[src/rtl/ahb_lite_master_pkg.sv]
// Shared types and AHB-Lite encodings for the single-outstanding AHB-Lite initiator.
package ahb_lite_master_pkg;

    typedef enum logic [1:0] {
        IDLE = 2'd0,
        ADDR = 2'd1,
        DATA = 2'd2,
        RESP = 2'd3
    } state_t;

    localparam logic [1:0] HTRANS_IDLE   = 2'b00;
    localparam logic [1:0] HTRANS_BUSY   = 2'b01;
    localparam logic [1:0] HTRANS_NONSEQ = 2'b10;
    localparam logic [1:0] HTRANS_SEQ    = 2'b11;

    localparam logic [2:0] HSIZE_BYTE = 3'b000;
    localparam logic [2:0] HSIZE_HALF = 3'b001;
    localparam logic [2:0] HSIZE_WORD = 3'b010;

    localparam logic [2:0] HBURST_SINGLE = 3'b000;
    localparam logic [3:0] HPROT_DEFAULT = 4'b0011;

    // Size 3 has no legal AHB-Lite encoding here, so it is rejected like a misaligned access.
    function automatic logic is_misaligned(input logic [1:0] size, input logic [1:0] addr_lo);
        case ({1'b0, size})
            HSIZE_BYTE: return 1'b0;
            HSIZE_HALF: return addr_lo[0];
            HSIZE_WORD: return (addr_lo != 2'b00);
            default:    return 1'b1;
        endcase
    endfunction

endpackage

[src/rtl/ahb_lite_master.sv]
// Single-outstanding AHB-Lite initiator: turns a req/ready/done port into SINGLE transfers.
// Optional wait-state timeout is built when AHB_LITE_MASTER_TIMEOUT_EN is defined.
module ahb_lite_master
    import ahb_lite_master_pkg::*;
#(
    parameter int ADDR_WIDTH     = 32,
    parameter int DATA_WIDTH     = 32,
    parameter int TIMEOUT_CYCLES = 256
) (
    input  logic                  clk,
    input  logic                  n_rst,
    input  logic                  req,
    input  logic                  req_write,
    input  logic [ADDR_WIDTH-1:0] req_addr,
    input  logic [1:0]            req_size,
    input  logic [DATA_WIDTH-1:0] req_wdata,
    output logic                  ready,
    output logic                  done,
    output logic [DATA_WIDTH-1:0] rdata,
    output logic                  err,
`ifdef AHB_LITE_MASTER_TIMEOUT_EN
    output logic                  timeout,
`endif
    output logic [ADDR_WIDTH-1:0] HADDR,
    output logic                  HWRITE,
    output logic [2:0]            HSIZE,
    output logic [1:0]            HTRANS,
    output logic [2:0]            HBURST,
    output logic [3:0]            HPROT,
    output logic                  HMASTLOCK,
    output logic [DATA_WIDTH-1:0] HWDATA,
    input  logic [DATA_WIDTH-1:0] HRDATA,
    input  logic                  HREADY,
    input  logic                  HRESP
);

    if (TIMEOUT_CYCLES < 1) begin : g_bad_timeout
        $error("ahb_lite_master: TIMEOUT_CYCLES must be at least 1");
    end

    state_t                state_q;
    logic                  ready_q;
    logic                  done_q;
    logic                  err_q;
    logic [DATA_WIDTH-1:0] rdata_q;
    logic [ADDR_WIDTH-1:0] haddr_q;
    logic                  hwrite_q;
    logic [2:0]            hsize_q;
    logic [1:0]            htrans_q;
    logic [DATA_WIDTH-1:0] hwdata_q;
    logic [DATA_WIDTH-1:0] wdata_q;

`ifdef AHB_LITE_MASTER_TIMEOUT_EN
    localparam int CNT_W = $clog2(TIMEOUT_CYCLES + 1);
    logic [CNT_W-1:0] wait_cnt_q;
    logic             timeout_q;
`endif

    // NOTE: every register in this block uses <= so all state updates see the same
    // pre-edge values; later assignments in the block intentionally override earlier ones.
    always_ff @(posedge clk or negedge n_rst) begin
        if (!n_rst) begin
            state_q  <= IDLE;
            ready_q  <= 1'b1;
            done_q   <= 1'b0;
            err_q    <= 1'b0;
            rdata_q  <= '0;
            haddr_q  <= '0;
            hwrite_q <= 1'b0;
            hsize_q  <= HSIZE_BYTE;
            htrans_q <= HTRANS_IDLE;
            hwdata_q <= '0;
            wdata_q  <= '0;
`ifdef AHB_LITE_MASTER_TIMEOUT_EN
            wait_cnt_q <= '0;
            timeout_q  <= 1'b0;
`endif
        end else begin
            done_q <= 1'b0;
`ifdef AHB_LITE_MASTER_TIMEOUT_EN
            timeout_q <= 1'b0;
`endif
            case (state_q)
                IDLE: begin
                    if (req) begin
                        ready_q <= 1'b0;
                        if (is_misaligned(req_size, req_addr[1:0])) begin
                            state_q <= RESP;
                            done_q  <= 1'b1;
                            err_q   <= 1'b1;
                        end else begin
                            state_q  <= ADDR;
                            htrans_q <= HTRANS_NONSEQ;
                            haddr_q  <= req_addr;
                            hwrite_q <= req_write;
                            hsize_q  <= {1'b0, req_size};
                            wdata_q  <= req_wdata;
                        end
                    end
                end
                ADDR: begin
                    if (HREADY) begin
                        state_q  <= DATA;
                        htrans_q <= HTRANS_IDLE;
                        if (hwrite_q) hwdata_q <= wdata_q;
                    end
                end
                DATA: begin
                    // An ERROR response must not overwrite the last good read data.
                    if (HREADY) begin
                        state_q <= RESP;
                        done_q  <= 1'b1;
                        err_q   <= HRESP;
                        if (!hwrite_q && !HRESP) rdata_q <= HRDATA;
                    end
                end
                RESP: begin
                    state_q <= IDLE;
                    ready_q <= 1'b1;
                end
                default: begin
                    state_q <= IDLE;
                    ready_q <= 1'b1;
                end
            endcase
`ifdef AHB_LITE_MASTER_TIMEOUT_EN
            // Abort overrides the case above; the counter is zero whenever a new ADDR begins.
            if ((state_q == ADDR || state_q == DATA) && !HREADY) begin
                if (wait_cnt_q == CNT_W'(TIMEOUT_CYCLES - 1)) begin
                    state_q    <= RESP;
                    htrans_q   <= HTRANS_IDLE;
                    done_q     <= 1'b1;
                    err_q      <= 1'b1;
                    timeout_q  <= 1'b1;
                    wait_cnt_q <= '0;
                end else begin
                    wait_cnt_q <= wait_cnt_q + 1'b1;
                end
            end else begin
                wait_cnt_q <= '0;
            end
`endif
        end
    end

    assign ready     = ready_q;
    assign done      = done_q;
    assign err       = err_q;
    assign rdata     = rdata_q;
    assign HADDR     = haddr_q;
    assign HWRITE    = hwrite_q;
    assign HSIZE     = hsize_q;
    assign HTRANS    = htrans_q;
    assign HWDATA    = hwdata_q;
    assign HBURST    = HBURST_SINGLE;
    assign HPROT     = HPROT_DEFAULT;
    assign HMASTLOCK = 1'b0;
`ifdef AHB_LITE_MASTER_TIMEOUT_EN
    assign timeout   = timeout_q;
`endif

endmodule

[config.mk]
export PLATFORM = sky130hd
export DESIGN_NAME = ahb_lite_master
export DESIGN_NICKNAME = d
export VERILOG_FILES = /design/src/rtl/ahb_lite_master_pkg.sv /design/src/rtl/ahb_lite_master.sv
export SDC_FILE = /design/constraint.sdc
export NUM_CORES = 1
export LEC_CHECK = 0
export ABC_CLOCK_PERIOD_IN_PS = 1900
export BUFFER_PORTS_ARGS = -buffer_cell sky130_fd_sc_hd__buf_2
export CORE_UTILIZATION = 44
export CTS_CLUSTER_DIAMETER = 200
export DETAILED_ROUTE_END_ITERATION = 16
export PLACE_DENSITY_LB_ADDON = 0.05
export SLEW_MARGIN = 20
export SYNTH_ARGS = -nofsm -noshare
export SYNTH_HDL_FRONTEND = slang
export SYNTH_SLANG_ARGS = --single-unit
[constraint.sdc]
create_clock -name clk -period 1.9 [get_ports clk]
set_clock_uncertainty 0.15 [all_clocks]
set_input_delay 0.19 -clock clk [delete_from_list [all_inputs] [get_ports clk]]
set_output_delay 0.19 -clock clk [all_outputs]
set_load 0.02 [all_outputs]
**Word-level counts from Yosys, hierarchy flattened**

Index checks and enable logic that the tools add are counted.

- RAM bits: 0
- Memories: 0
- Flip-flop bits (word level): 138
- Bits in read-only memories: 0
- Output and inout port bits: 113
- Latch bits: 0

- Add/sub/neg operators: 0
- Shifts and indexed selects: 0
- Equality and inequality tests: 10
- Bitwise gates (word level): 1
- Muxes and demuxes: 22
- Multiply operators: 0
- Order comparisons: 0
- Reduce and logical (&&, ||, !) cells: 16
- Div/mod/pow operators: 0

Operators by type and width:

| cell | count |
|---|---|
| 2-bit two-way mux | 7 |
| 3-bit AND reduction | 4 |
| 2-bit inequality test (second input constant) | 5 |
| 1-bit two-way mux | 9 |
| 2-bit case mux with 4 select lines | 1 |
| 4-bit AND reduction | 2 |
| 2-bit nonzero test | 4 |
| 2-bit equality test (second input constant) | 3 |
| 1-bit case mux with 2 select lines | 3 |
| 2-bit by 1-bit equality test with 1-bit output (second input constant) | 2 |
| 2-bit zero test | 2 |
| 2-bit case mux with 2 select lines | 1 |
| 1-bit case mux with 3 select lines | 1 |
| 1-bit zero test | 2 |
| 2-bit AND reduction | 1 |
| 1-bit logical AND | 1 |
| 1-bit inverter | 1 |

**Longest topological paths before layout**

- Depth after elaboration: 7
- Gate-level depth with buffers: 9
- Depth with buffers taken out: 6

**Worst setup path after synthesis**

OpenSTA, ideal clock, no wires.

- Path type: register to register
- Start: register state_q[0]
- End: register haddr_q[10], in the netlist HADDR[10]
- Slack: -0.057 ns
- Cell stages (with the launch flop): 9
- Library setup time: 0.125 ns
- Arrival time: 1.682 ns
- Cells stage by stage: dfrtp_1 inv_1 ha_1 clkbuf_1 nand2_1 a21o_1 buf_6 buf_6 mux2_4

- Word-level cells in the longest chain between the ends: 2

RTL lines:

| item | RTL line | text |
|---|---|---|
| start: declaration | ahb_lite_master.sv:41 | `state_t state_q;` |
| start signal: assignment | ahb_lite_master.sv:63 | `state_q <= IDLE;` |
| start signal: assignment | ahb_lite_master.sv:88 | `state_q <= RESP;` |
| start signal: assignment | ahb_lite_master.sv:92 | `state_q <= ADDR;` |
| 2-bit zero test | ahb_lite_master.sv:83 | `case (state_q)` |
| 3-bit AND reduction (no source line) | - |  |
| end signal: assignment | ahb_lite_master.sv:94 | `haddr_q <= req_addr;` |
| end: declaration | ahb_lite_master.sv:46 | `logic [ADDR_WIDTH-1:0] haddr_q;` |

Every way passes these cells.
A chain may end at the register's enable or synchronous reset.

**Worst setup path in the final report**

- Start: register state_q[0]
- End: register rdata_q[7], in the netlist rdata[7]

- Word-level cells in the longest chain between the ends: 2

RTL lines:

| item | RTL line | text |
|---|---|---|
| 2-bit equality test | ahb_lite_master.sv:83 |  |
| 3-bit AND reduction (no source line) | - |  |
| end signal: assignment | ahb_lite_master.sv:67 | `rdata_q <= '0;` |
| end signal: assignment | ahb_lite_master.sv:114 | `if (!hwrite_q && !HRESP) rdata_q <= HRDATA;` |
| end: declaration | ahb_lite_master.sv:45 | `logic [DATA_WIDTH-1:0] rdata_q;` |

Every way passes these cells.

==> impl_metrics.env <==
export IMPL_synth_edf_count=0
export IMPL_utilization_pct=70.86
export IMPL_die_w_um=112.6
export IMPL_clk_pin_slew_ns=0.05
export IMPL_cts_root_buf="clkbuf_16"
export IMPL_yosys_top_cells_area="dfrtp_1, mux2_2, mux2_4"
export IMPL_drive_above_1_share_pct=58.66
export IMPL_cts_htree_levels=4
export IMPL_fp_dieH_um=112.6
export IMPL_drtIter0Drc=142
export IMPL_power_density_mw_per_mm2=1603
export IMPL_die_area_mm2=0.01269
export IMPL_core_area_mm2=0.01196
export IMPL_grt_util_all_layers_pct=20.24
export IMPL_grt_max_degree=45
export IMPL_hold_viol=1
export IMPL_cts_buffer_depth=2
export IMPL_hp_class="input pin to register"
export IMPL_post_route_period_util_pct=99.38
export IMPL_cp_arrival_ns=2.03
export IMPL_hold_ws_ns=-0.0004359
export IMPL_async_flop_share_pct=100.0
export IMPL_globalplace_congestion=0.7465
export IMPL_yosys_area_top_type="dfrtp_1"
export IMPL_worst_setup_path_type="register to register"
export IMPL_synth_flop_cell="dfrtp_1"
export IMPL_ff2ff_path_depth=7
export IMPL_cts_tree="done"
export IMPL_sequentialPowerShare_pct=37.4
export IMPL_synth_top_area_share_pct=63.18
export IMPL_synth_cell_type_count=29
export IMPL_antenna_found_initial=0
export IMPL_synth_most_common_cell="dfrtp_1"
export IMPL_place_inst=676
export IMPL_dr_pass1_iters=4
export IMPL_nFillCells=858
export IMPL_ys_seq_area_share_pct=63.67
export IMPL_synth_common_cells="dfrtp_1, mux2_2, mux2_4"
export IMPL_end_kind="register"
export IMPL_setup_viol=0
export IMPL_fin_nets=769
export IMPL_syn_area_mm2=0.005386
export IMPL_drtAntennaViolNets=0
export IMPL_cp_required_ns=2.04
export IMPL_crit_fanout=8
export IMPL_routed_wl_mm=12.85
export IMPL_placement_setup_worst_slack_ns=0.07033
export IMPL_switching_share_pct=33.83
export IMPL_start_util_pct=45.03
export IMPL_clk_latency_ns=0.41
export IMPL_syn_area_per_cell_um2=16.42
export IMPL_synthesis_instances=328
export IMPL_drcViolationCount=0
export IMPL_fin_ws_ns=0.01172
export IMPL_drt_vias_per_instance=4.714
export IMPL_syn2layout_area_growth_pct=57.35
export IMPL_final_cells=817
export IMPL_grt_setup_unrepaired="yes"
export IMPL_maxCapViolations=0
export IMPL_switchingPower_mw=4.598
export IMPL_ir_worst_vdd_v=0.0008724
export IMPL_crit_path_start_kind="register"
export IMPL_violations="negative hold slack"
export IMPL_slew_viol_final=0
export IMPL_clockPowerShare_pct=22.6
export IMPL_synth_seq_cells=137
export IMPL_num_vias=3851
export IMPL_finalPower_mw=13.59
export IMPL_p_int_mw=8.992
export IMPL_placementRows=40
export IMPL_status="finished with violations"
export IMPL_place_hpwl_mm=7.641
export IMPL_pin_count=217
export IMPL_grt_pass1_vias=4049
export IMPL_port_buffers=206
export IMPL_clock_fmax_ghz=0.5296
export IMPL_clock_sinks=137
export IMPL_combPwrFrac_pct=40.1
export IMPL_yosysWarnings=0
export IMPL_min_path_cells=3
export IMPL_gr_total_overflow=0
export IMPL_wl_per_cell_um=15.72
export IMPL_fin_crit_ns=1.888
export IMPL_cts_inserted_buffers=17
export IMPL_grt_pass1_wl_mm=19.56
export IMPL_diodes=0
export IMPL_fin_tns_setup_ns=0
export IMPL_p_leak_nw=4.245
-- per-layer routing --
layer / vias to the layer above / share of wire (%) / routed length [um] / GRT usage, %
met3: 22 / 6.0 / 769 / 7.073
met5: - / 0 / 0 / 0
li1: 1801 / - / - / -
met1: 1899 / 41 / 5217 / 23.01
met2: 129 / 52 / 6617 / 34.32
met4: 0 / 1.9 / 242 / 9.244
-- critical path, stage by stage, from the launching register on --
cell and delay [ns]:
dfrtp_1 0.38, inv_2 0.08, ha_2 0.22, nand2b_4 0.07
nor3b_4 0.24, buf_6 0.15, clkbuf_16 0.15, mux2_2 0.33
-- flip-flops by register name, summed over array words and instances (netlist names) --
name     flops
HSIZE        2
HADDR       32
wdata_q     32
done         1
HWDATA      32
err          1
ready        1
rdata       32
HWRITE       1
state_q      2
HTRANS       1
-- layout make-up --
| class | instances | area (um2) | share of cell area, % |
|---|---|---|---|
| timing repair buffer | 330 | 2446 | 28.86 |
| inverter | 2 | 7.507 | 0.08857 |
| clock buffer | 24 | 471.7 | 5.565 |
| multi-input combinational | 173 | 1867 | 22.03 |
| clock inverter | 4 | 70.07 | 0.8267 |
| tap | 147 | 183.9 | 2.170 |
| sequential | 137 | 3430 | 40.46 |
-- cells by family (layout without fill, tap and decap cells) --
kind of cell    Yosys count  after routing  share of synthesized area, %
flops                   137            137                         63.67
fa+ha+maj                 4              4                        0.9292
mux                     134            134                         29.29
buf+inv                  26            360                         3.089
simple gates             15             15                         1.487
other cells               2             10                        0.1394
compound gates           10             10                         1.394
-- power groups by stage --
stage | clock, mW | combinational (mW) | sequential (mW)
after global placement | 0 | 5.01 | 5.04
after floorplan | 0 | 1.95 | 6.45
after global routing | 3.28 | 5.81 | 5.28
after detailed placement | 0 | 5.10 | 5.11
final | 3.07 | 5.44 | 5.08
after CTS | 3.15 | 5.28 | 5.08
-- layout by cell type, fill, tap and decap left out, types with 4 or more instances in the layout --
cell type / count
buf_2: 203
dfrtp_1: 136
mux2_2: 113
dlygate4sd3_1: 102
clkbuf_16: 23
mux2_4: 19
conb_1: 10
buf_6: 7
buf_4: 6
nand2_1: 5
clkbuf_1: 5
nor2_1: 4
buf_12: 4
-- path summary, 6_finish.rpt --
kind                                   to  slack (ns)       start
worst max-delay path             rdata[7]        0.01  state_q[0]
worst min-delay path                  err     -0.0004       HRESP
worst max register to register   rdata[7]        0.01  state_q[0]
worst min register to register      ready        0.34       ready
max in group asynchronous        rdata[5]        0.86       n_rst
min in group asynchronous       rdata[26]        0.13       n_rst
-- metrics by stage --
stage | instance area, um2 | hold WS, ns
after floorplan | 5418 | -0.2556
after global placement | 6655 | -0.01152
after detailed placement | 6655 | -0.009188
after CTS | 8218 | 0.04216
after global routing | 8476 | 0.008871
final | 8476 | -0.0004359
-- what timing repair did --
item / in CTS / in global routing
gates resized for setup: 0 / 10
setup buffers: 0 / 3
hold buffers: 102 / 0
endpoints found under the setup margin: 0 / 61
hold endpoints to repair: 239 / 0
No activity file was read; power rests on OpenSTA's default activity.
